$ cat config.mk
export PLATFORM = sky130hd
export DESIGN_NAME = ro_freq_counter
export DESIGN_NICKNAME = d
export VERILOG_FILES = /design/src/rtl/ro_freq_counter.sv
export SDC_FILE = /design/constraint.sdc
export NUM_CORES = 1
export LEC_CHECK = 0
export BUFFER_PORTS_ARGS = -buffer_cell sky130_fd_sc_hd__buf_4
export CAP_MARGIN = 5
export CORE_ASPECT_RATIO = 0.75
export CORE_MARGIN = 10
export CORE_UTILIZATION = 40
export DETAILED_ROUTE_END_ITERATION = 12
export GPL_TIMING_DRIVEN = 0
export PLACE_DENSITY = 0.62
export SLEW_MARGIN = 20
export SYNTH_ARGS = -nofsm -noshare
export SYNTH_HDL_FRONTEND = slang
export SYNTH_SLANG_ARGS = --single-unit
$ cat constraint.sdc
create_clock -name clk -period 6.4 [get_ports clk]
set_input_delay 0.96 -clock clk [delete_from_list [all_inputs] [get_ports clk]]
set_output_delay 0.96 -clock clk [all_outputs]
set_load 0.05 [all_outputs]
$ cat src/rtl/ro_freq_counter.sv
// ro_freq_counter: gated rising-edge counter for a thermal-sensor ring oscillator.
// Enables the RO, lets it settle, then counts synchronized edges over G clk cycles.
module ro_freq_counter #(
  parameter int COUNT_WIDTH   = 32,
  parameter int GATE_WIDTH    = 24,
  parameter int SETTLE_CYCLES = 16,
  parameter bit KEEP_ENABLED  = 1'b0
) (
  input  logic                   clk,
  input  logic                   rst,
  input  logic                   start,
  input  logic [GATE_WIDTH-1:0]  gate_cycles,
  input  logic                   ro_out,
  output logic                   ro_enable,
  output logic                   busy,
  output logic                   count_valid,
  output logic [COUNT_WIDTH-1:0] count,
  output logic                   overflow
);

  localparam int SW = $clog2(SETTLE_CYCLES);

  typedef enum logic [1:0] {
    IDLE,
    SETTLE,
    MEASURE,
    DONE
  } state_t;

  state_t state;
  state_t state_nx;

  logic s1;
  logic s2;
  logic s3;
  logic edge_hit;

  logic [SW-1:0]          settle_cnt;
  logic [GATE_WIDTH-1:0]  gate_cnt;
  logic [GATE_WIDTH-1:0]  gate_eff;
  logic [COUNT_WIDTH-1:0] acc;
  logic [COUNT_WIDTH-1:0] acc_nx;
  logic                   ovf_flag;
  logic                   ovf_nx;

  logic accept;
  logic settle_last;
  logic gate_last;

  assign edge_hit    = s2 & ~s3;
  assign accept      = (state == IDLE) && start;
  assign settle_last = settle_cnt == SW'(SETTLE_CYCLES - 1);
  assign gate_last   = gate_cnt == GATE_WIDTH'(1);
  assign gate_eff    = (gate_cycles == '0) ? GATE_WIDTH'(1)
                                           : gate_cycles;

  always_comb begin
    state_nx    = state;
    ro_enable   = KEEP_ENABLED;
    busy        = 1'b0;
    count_valid = 1'b0;
    unique case (state)
      IDLE: begin
        if (start) state_nx = SETTLE;
      end
      SETTLE: begin
        ro_enable = 1'b1;
        busy      = 1'b1;
        if (settle_last) state_nx = MEASURE;
      end
      MEASURE: begin
        ro_enable = 1'b1;
        busy      = 1'b1;
        if (gate_last) state_nx = DONE;
      end
      DONE: begin
        busy        = 1'b1;
        count_valid = 1'b1;
        state_nx    = IDLE;
      end
    endcase
  end

  // Saturating accumulate; an edge seen at all-ones only raises the flag.
  always_comb begin
    acc_nx = acc;
    ovf_nx = ovf_flag;
    if (state == MEASURE && edge_hit) begin
      if (&acc) ovf_nx = 1'b1;
      else      acc_nx = acc + 1'b1;
    end
  end

  always_ff @(posedge clk) begin
    if (rst) begin
      state      <= IDLE;
      s1         <= 1'b0;
      s2         <= 1'b0;
      s3         <= 1'b0;
      settle_cnt <= '0;
      gate_cnt   <= '0;
      acc        <= '0;
      ovf_flag   <= 1'b0;
      count      <= '0;
      overflow   <= 1'b0;
    end else begin
      s1       <= ro_out;
      s2       <= s1;
      s3       <= s2;
      state    <= state_nx;
      acc      <= acc_nx;
      ovf_flag <= ovf_nx;
      if (accept) begin
        acc        <= '0;
        ovf_flag   <= 1'b0;
        gate_cnt   <= gate_eff;
        settle_cnt <= '0;
      end
      if (state == SETTLE) settle_cnt <= settle_cnt + 1'b1;
      if (state == MEASURE) gate_cnt <= gate_cnt - 1'b1;
      // Result lands on entry to DONE so it is visible with the pulse.
      if (state == MEASURE && gate_last) begin
        count    <= acc_nx;
        overflow <= ovf_nx;
      end
    end
  end

endmodule

==> results of run 1 <==
stage by stage:
step           cell area [µm²]  utilization (%)
2_1_floorplan             4800                -
3_3_place_gp              5480             47.0
3_5_place_dp              5480             47.0
4_1_cts                   5830             50.0
5_1_grt                   5840             50.1
6_report                  5840             50.1
sequential cells by signal, summed over array words and instances, names as in the netlist:
name / cells
state: 2
s3: 1
ovf_flag: 1
gate_cnt: 24
s2: 1
settle_cnt: 4
count: 32
s1: 1
acc: 32
overflow: 1
cell families (layout without fill, tap and decap cells):
| logic type | count (synthesis) | after routing |
|---|---|---|
| and+or+nand+nor | 267 | 267 |
| AOI/OAI and AO/OA | 104 | 104 |
| DFF | 99 | 99 |
| buffers and inverters | 37 | 116 |
| xor gates and xnor gates | 29 | 29 |
| adders and majority gates | 9 | 9 |
| muxes | 8 | 8 |
power breakdown:
part           internal [W]  switching [W]  total, W
clock              0.000393       0.000242  0.000636
combinational      0.000242       0.000482  0.000724
sequential         0.000684      0.0000735  0.000758
critical path, stage by stage, from the launching register on:
cell	delay, ns
dfxtp_1	0.33
inv_1	0.13
ha_1	0.16
buf_2	0.20
nand3b_1	0.27
nor4_2	0.68
and2_1	0.35
nand3_1	0.13
xor2_1	0.27
a211oi_2	0.11
placed cells by master, fill, tap and decap left out, types with 16 or more instances in the layout:
| master | synthesis | routed |
|---|---|---|
| nand3_1 | 27 | 27 |
| nand4_1 | 22 | 22 |
| clkbuf_1 | 16 | 16 |
| a211oi_2 | 29 | 29 |
| dfxtp_1 | 99 | 99 |
| a21oi_1 | 29 | 29 |
| nor3_1 | 21 | 21 |
| nand2_1 | 33 | 33 |
| xor2_1 | 22 | 22 |
| buf_4 | 3 | 66 |
| nor2_1 | 105 | 105 |
metal layers:
metal  GRT usage [%]  vias up  wire, µm  share of wire (%)
met5               0        -         0                  0
met4            5.26        0       184                1.4
met3            3.89       16       849                6.3
met2            21.9      138      5460                 41
met1            22.8     2061      6940                 52
li1                -     2148         -                  -
final cells by class:
| type | count | area [µm²] | share of cell area (%) |
|---|---|---|---|
| Sequential cell | 99 | 1980 | 34.0 |
| Clock buffer | 10 | 239 | 4.10 |
| Clock inverter | 6 | 113 | 1.93 |
| Timing Repair Buffer | 63 | 473 | 8.10 |
| Inverter | 9 | 33.8 | 0.579 |
| Multi-Input combinational cell | 417 | 2640 | 45.3 |
| Tap cell | 162 | 203 | 3.47 |
| Buffer | 28 | 149 | 2.55 |
path summary, 6_finish.rpt:
check | to | depth (start not counted)
min | s2 | 1
max | count[29] | 9
max reg2reg | count[29] | 9
min reg2reg | s2 | 1
==> impl_metrics.yaml, run 1 <==
status:
  status: "completed"
clock_tree:
  cts_setup_buffers: 0
  cts_resized: 0
  htreeDepth: 3
  clock_latency_ns: 0.35
  cts_root_buf: "clkbuf_16"
  clk_path_buf_depth: 2
  postCtsHoldBufs: 0
  cts_buffers: 9
  path_clk_slew_ns: 0.07
  cts.sinks: 99
  cts_tree: "built"
global_route:
  grt_antenna_before_repair: 0
  gr-usage-all-layers_pct: 15.7
  grt_start_max_net_pins: 17
  grt_overflow: 0
  grt_pass1_wl_um: 21400
  grt_pass1_vias: 4098
logic_synthesis:
  synth_edf_count: 0
  synth_compound_area_share_pct: 17.4
  synth.area.mux_share_pct: 1.72
  synth_common_cells: "nor2_1 (105), dfxtp_1 (99), nand2_1 (33)"
  syn_nets: 590
  ys_seq_elements: 99
  synth-seq-area-share_pct: 41.3
  synth.yosys.warnings: 0
  yosys-top-cells-area: "dfxtp_1 (41%), nor2_1 (8.2%), a211oi_2 (7.6%)"
  synth.cell_area_mm2: 0.00480
  synth_adder_area_share_pct: 2.34
  syn_inst: 553
  synth_top_family_by_area: "simple AND/OR/NAND/NOR gates"
  synth_top_area_share_pct: 41.3
  synth_top_flop_cell: "dfxtp_1"
  synthArstFlopShare_pct: 0
  synth_area_leader_cell: "dfxtp_1"
  syn_area_per_cell_um2: 8.68
  yosysMostFrequentCell: "nor2_1"
  synth_cell_types: 48
  yosys.area_share.simple_pct: 28.2
  synthXorXnorAreaFrac_pct: 5.29
layout:
  fillCellCount: 1110
  fin_nets: 664
  insertedDiodeCount: 0
  fin_cells: 794
  drive_above_1_share_pct: 20.3
  area_delta_synth_final_pct: 21.5
sta:
  skew_ns: 0.00839
  hold_violations: 0
  slew_violations: 0
  fin_crit_ns: 2.77
  worstMarginPinSlew_ns: 0.898
  timing.final.ws_setup_ns: 3.63
  max_slew_margin_pct: 40.1
  setup_viol: 0
  fin_crit_sh_pct: 43.3
  clock.fmax_mhz: 361
  rsz0062_at_grt: "no"
  whs_ns: 0.451
  fin_setup_tns_ns: 0
power_and_ir_drop:
  power.leakage_nw: 2.09
  power.density_mw_per_mm2: 363
  p_total_w: 0.00212
  vdd_drop_max_mv: 0.288
floorplan:
  rows: 34
  start_util_pct: 41.2
  fp.dieW_um: 147
  die_h_um: 115
  boundaryPins: 64
  core_mm2: 0.0117
  die_area_mm2: 0.0168
drt:
  wire_per_inst_um: 16.9
  drt_iter0_drc: 378
  ant_nets: 0
  viasPerCell: 5.49
  vias: 4363
  drt_first_pass_iters: 5
  wirelength_um: 13400
  drc: 0
critical_path:
  startpoint_type: "register"
  arrival_ns: 2.98
  cp-end-kind: "register"
  reg2reg_from: "state[0]"
  worst-setup-path-type: "reg -> reg"
  path_max_fanout: 10
  r2r_slack_ns: 3.63
  worstSetupStartpoint: "state[0]"
  required_ns: 6.61
place:
  port_buffers: 63
  place.gp.congestion: 0.932
  dp.cells: 778
  place_ws_ns: 3.61
  hpwlAfterDp_um: 10000
min_path:
  hold_path.class: "reg -> reg"
  hold_start: "s1"
job:
  cap_violations: 0
(Power assumes the default switching activity.)
==> run 2: changes to the inputs <==
--- a/config.mk
+++ b/config.mk
@@ -5,6 +5,7 @@
 export SDC_FILE = /design/constraint.sdc
 export NUM_CORES = 1
 export LEC_CHECK = 0
+export ABC_AREA = 1
 export BUFFER_PORTS_ARGS = -buffer_cell sky130_fd_sc_hd__buf_4
 export CAP_MARGIN = 5
 export CORE_ASPECT_RATIO = 0.75
@@ -12,7 +13,7 @@
 export CORE_UTILIZATION = 40
 export DETAILED_ROUTE_END_ITERATION = 12
 export GPL_TIMING_DRIVEN = 0
-export PLACE_DENSITY = 0.62
+export PLACE_DENSITY = 0.61
 export SLEW_MARGIN = 20
 export SYNTH_ARGS = -nofsm -noshare
 export SYNTH_HDL_FRONTEND = slang
==> constraint.sdc (replaced) <==
create_clock -name clk -period 2.66 [get_ports clk]
set_input_delay 0.399 -clock clk [delete_from_list [all_inputs] [get_ports clk]]
set_output_delay 0.399 -clock clk [all_outputs]
set_load 0.05 [all_outputs]
==> run 2 against run 1 <==
Effect of this change: global-route usage increased by 1.7 points; final area increased by 18%; sequential power increased by 140%; flip-flop and latch count unchanged; clock power increased by 110%; core utilization decreased by 2.3 points; die area increased by 19%; highest routed layer unchanged; synthesized area increased by 22%; worst hold slack got worse by 0.22 ns; via count increased by 36%; first-iteration DRC count increased by 49%; clock skew decreased by 0.0024 ns; critical endpoint is now gate_cnt[19].
==> impl_metrics.yaml, run 2 <==
floorplan:
  boundaryPins: 64
  core_mm2: 0.0145
  rows: 38
  die_area_mm2: 0.0200
  die_h_um: 125
  fp.dieW_um: 160
  start_util_pct: 40.7
logic_synthesis:
  synth_top_flop_cell: "dfxtp_1"
  syn_inst: 935
  synth-seq-area-share_pct: 33.7
  synth_top_area_share_pct: 33.7
  syn_area_per_cell_um2: 6.29
  synth.cell_area_mm2: 0.00588
  yosysMostFrequentCell: "nand2_1"
  synth_cell_types: 43
  synth.yosys.warnings: 0
  synth_edf_count: 0
  synth_area_leader_cell: "dfxtp_1"
  yosys-top-cells-area: "dfxtp_1 (34%), nand2_1 (16%), nor2_1 (11%)"
  synth_common_cells: "nand2_1 (253), nor2_1 (180), inv_1 (111)"
  syn_nets: 972
  ys_seq_elements: 99
  synthArstFlopShare_pct: 0
power_and_ir_drop:
  vdd_drop_max_mv: 0.838
  power.leakage_nw: 3.09
  power.density_mw_per_mm2: 757
critical_path:
  cp-end-kind: "register"
  startpoint_type: "register"
  arrival_ns: 2.84
  path_max_fanout: 10
  required_ns: 2.95
  worst-setup-path-type: "reg -> reg"
clock_tree:
  clock_latency_ns: 0.36
  cts_resized: 0
  htreeDepth: 3
  cts_root_buf: "clkbuf_16"
  postCtsHoldBufs: 0
  cts_buffers: 9
  cts_setup_buffers: 0
  cts_tree: "built"
  clk_path_buf_depth: 2
  path_clk_slew_ns: 0.07
  cts.sinks: 99
global_route:
  grt_pass1_vias: 5396
  grt_overflow: 0
  grt_antenna_before_repair: 0
  grt_start_max_net_pins: 17
  grt_pass1_wl_um: 28300
  gr-usage-all-layers_pct: 17.3
layout:
  reg_top3: "acc: 32 flops, count: 32 flops, gate_cnt: 24 flops"
  insertedDiodeCount: 0
  mostFrequentLayoutCells: "nand2_1 (253), nor2_1 (180), inv_1 (111)"
  fillCellCount: 1542
  area_delta_synth_final_pct: 17.5
  fin_nets: 1046
  drive_above_1_share_pct: 14.0
  layout.cells.most_common: "nand2_1"
drt:
  drt_iter0_drc: 562
  ant_nets: 0
  viasPerCell: 4.89
  drt_first_pass_iters: 5
  drc: 0
  vias: 5938
  wire_per_inst_um: 14.3
  wirelength_um: 17300
place:
  place_ws_ns: 0.234
  port_buffers: 63
  hpwlAfterDp_um: 13500
  place.gp.congestion: 0.951
sta:
  timing.final.ws_setup_ns: 0.112
  max_slew_margin_pct: 50.6
  skew_ns: 0.00604
  worstMarginPinSlew_ns: 0.738
  rsz0062_at_grt: "no"
  fin_setup_tns_ns: 0
  whs_ns: 0.236
  setup_viol: 0
  slew_violations: 0
  hold_violations: 0
  clock.fmax_mhz: 392
  fin_crit_ns: 2.55
  fin_crit_sh_pct: 95.8
job:
  cap_violations: 0
min_path:
  hold_path.class: "in -> reg"
status:
  status: "completed"
[run 2: cell count changes after synthesis, moves of 20 or more]
cell	change
nand2_1	+220
a211oi_2	-29
inv_1	+102
nand3_1	+53
nor2_1	+75
a21oi_1	+20
[run 2: metrics by stage]
step | instances | area (µm²) | power [W] | utilization (%)
floorplan | 935 | 5880 | 0.00326 | -
global placement | 1198 | 6600 | 0.00385 | 45.7
detailed placement | 1198 | 6600 | 0.00384 | 45.7
CTS | 1214 | 6910 | 0.00521 | 47.8
global route | 1214 | 6910 | 0.00559 | 47.8
finish | 1214 | 6910 | 0.00523 | 47.8
[run 2: layout make-up]
type,count,area [µm²],share of cell area (%)
Buffer,29,169,2.45
Clock buffer,10,239,3.46
Clock inverter,6,65.1,0.942
Inverter,115,432,6.25
Multi-Input combinational cell,692,3300,47.7
Sequential cell,99,1980,28.7
Tap cell,200,250,3.62
Timing Repair Buffer,63,473,6.85
[run 2: worst paths after layout]
check | from | end | slack [ns] | cells after the start
worst max register to register | state[0] | gate_cnt[19] | 0.11 | 8
worst max-delay path | state[0] | gate_cnt[19] | 0.11 | 8
worst min register to register | s1 | s2 | 0.42 | 2
worst min-delay path | ro_out | s1 | 0.24 | 3
[run 2: per-layer routing]
layer	share of wire (%)	vias up	global-route usage, %	wire (µm)
li1	-	3097	-	-
met1	55	2610	27.4	9460
met2	35	214	21.7	6140
met3	8.7	17	4.89	1510
met4	1.2	0	4.47	216
met5	0	-	0	0
[run 2: cell families (layout without fill, tap and decap cells)]
kind of cell / after synthesis / after routing / share of synthesized area, %
buffers and inverters: 144 / 223 / 10.2
adders and majority gates: 9 / 9 / 1.92
and+or+nand+nor: 581 / 581 / 43.9
AOI/OAI and AO/OA: 94 / 94 / 9.02
xor gates and xnor gates: 8 / 8 / 1.19
DFF: 99 / 99 / 33.7
[run 2: worst max-delay path, cell delays in order (launching register included)]
cell      delay, ns
dfxtp_1        0.36
inv_1          0.10
ha_1           0.23
clkbuf_1       0.27
nor2_1         0.65
nand2_1        0.31
inv_1          0.29
nand2_1        0.11
a21oi_1        0.15
[run 2: report_power, final]
group	internal (W)	switching, W	leakage, nW	total, W
combinational	0.000617	0.00144	2.14	0.00206
sequential	0.00164	0.000166	0.803	0.00181
clock	0.000755	0.000602	0.148	0.00136
==> run 3: changes to the inputs <==
--- a/config.mk
+++ b/config.mk
@@ -9,7 +9,7 @@
 export BUFFER_PORTS_ARGS = -buffer_cell sky130_fd_sc_hd__buf_4
 export CAP_MARGIN = 5
 export CORE_ASPECT_RATIO = 0.75
-export CORE_MARGIN = 10
+export CORE_MARGIN = 3
 export CORE_UTILIZATION = 40
 export DETAILED_ROUTE_END_ITERATION = 12
 export GPL_TIMING_DRIVEN = 0
==> run 3 against run 2 <==
Effect of this change: die area is 19% lower; core utilization is 1.2 points higher; final cell count is 0.49% lower; global-route usage is 3.6 points higher; largest cell class unchanged; highest routed layer unchanged.
==> impl_metrics.yaml, run 3 (synthesized netlist as in run 2, its figures left out) <==
status:
  status: "completed"
place:
  hpwlAfterDp_um: 13300
  post_dp_cell_area_mm2: 0.00660
  port_buffers: 63
  place.gp.congestion: 0.954
layout:
  area_delta_synth_final_pct: 16.9
  fin_nets: 1046
  layout.cells.most_common: "nand2_1"
  fillCellCount: 1539
  mostFrequentLayoutCells: "nand2_1 (253), nor2_1 (179), inv_1 (111)"
  drive_above_1_share_pct: 13.8
  insertedDiodeCount: 0
  reg_top3: "acc: 32 flops, count: 32 flops, gate_cnt: 24 flops"
  stdcell_area_mm2: 0.00687
floorplan:
  start_util_pct: 41.9
  core_mm2: 0.0140
  boundaryPins: 64
  fp.dieW_um: 146
  die_h_um: 111
  die_area_mm2: 0.0162
  rows: 37
sta:
  skew_ns: 0.00742
  clock.fmax_mhz: 419
  max_slew_margin_pct: 58.0
  worstMarginPinSlew_ns: 0.631
  fin_crit_ns: 2.38
  setup_viol: 0
  rsz0062_at_grt: "no"
  fin_setup_tns_ns: 0
  fin_crit_sh_pct: 89.7
  slew_violations: 0
  hold_violations: 0
drt:
  wire_per_inst_um: 14.1
  drt_iter0_drc: 520
  vias: 5878
  viasPerCell: 4.87
  wirelength_um: 17000
  drt_first_pass_iters: 7
  ant_nets: 0
  drc: 0
clock_tree:
  cts_setup_buffers: 0
  clk_path_buf_depth: 2
  cts_root_buf: "clkbuf_16"
  cts_tree: "built"
  cts.sinks: 99
  htreeDepth: 3
  clock_latency_ns: 0.35
  path_clk_slew_ns: 0.07
  cts_resized: 0
  postCtsHoldBufs: 0
  cts_buffers: 9
global_route:
  grt_antenna_before_repair: 0
  gr-usage-all-layers_pct: 20.9
  grt_overflow: 0
  grt_pass1_wl_um: 27700
  grt_pass1_vias: 5248
  grt_start_max_net_pins: 16
critical_path:
  arrival_ns: 2.63
  path_max_fanout: 10
  worst-setup-path-type: "reg -> reg"
  cp-end-kind: "register"
  startpoint_type: "register"
  required_ns: 2.90
power_and_ir_drop:
  power.leakage_nw: 3.07
  power.density_mw_per_mm2: 744
  vdd_drop_max_mv: 0.312
job:
  cap_violations: 0
min_path:
  hold_path.class: "in -> reg"
## run 3: routing by layer
layer  vias up  global-route usage, %  routed length (µm)
met3        10                   4.54                1320
met2       177                   27.1                6120
met5         -                      0                   0
li1       3104                      -                   -
met1      2587                   34.7                9450
met4         0                   3.45                 110
## run 3: critical path: stages (launching register included)
cell	delay (ns)
dfxtp_1	0.36
inv_1	0.10
ha_1	0.23
nand2_1	0.32
inv_1	0.24
nor2_1	0.21
clkbuf_1	0.48
nor2_1	0.08
o221ai_1	0.20
inv_1	0.06
## run 3: stage by stage
step	util (%)	total power, W	hold slack (ns)	setup WS [ns]	instances
final	49.0	0.00511	0.255	0.275	1208
after global routing	49.0	0.00546	0.285	0.0772	1208
after CTS	49.0	0.00508	0.255	0.203	1208
after detailed placement	47.0	0.00384	0.396	0.211	1193
after global placement	47.0	0.00384	0.390	0.214	1193
after floorplan	-	0.00326	0.388	0.980	935
## run 3: power breakdown
part           switching [W]  internal [W]
Sequential          0.000168       0.00164
Combinational        0.00144      0.000617
Clock               0.000581      0.000660
## run 3: worst paths after layout
path | end | slack, ns | start | depth (start not counted)
min | s1 | 0.25 | ro_out | 3
max reg2reg | gate_cnt[0] | 0.28 | state[0] | 9
max | gate_cnt[0] | 0.28 | state[0] | 9
min reg2reg | s2 | 0.41 | s1 | 2
## run 3: area by class of cell
type	count	area, µm²	share of cell area [%]
plain buffers	29	169	2.46
clock buffers	12	246	3.59
clock inverters	3	25.0	0.364
inverters	115	432	6.28
multi-input cells	692	3300	48.0
flip-flops and latches	99	1980	28.8
well taps	195	244	3.55
repair buffers	63	473	6.88
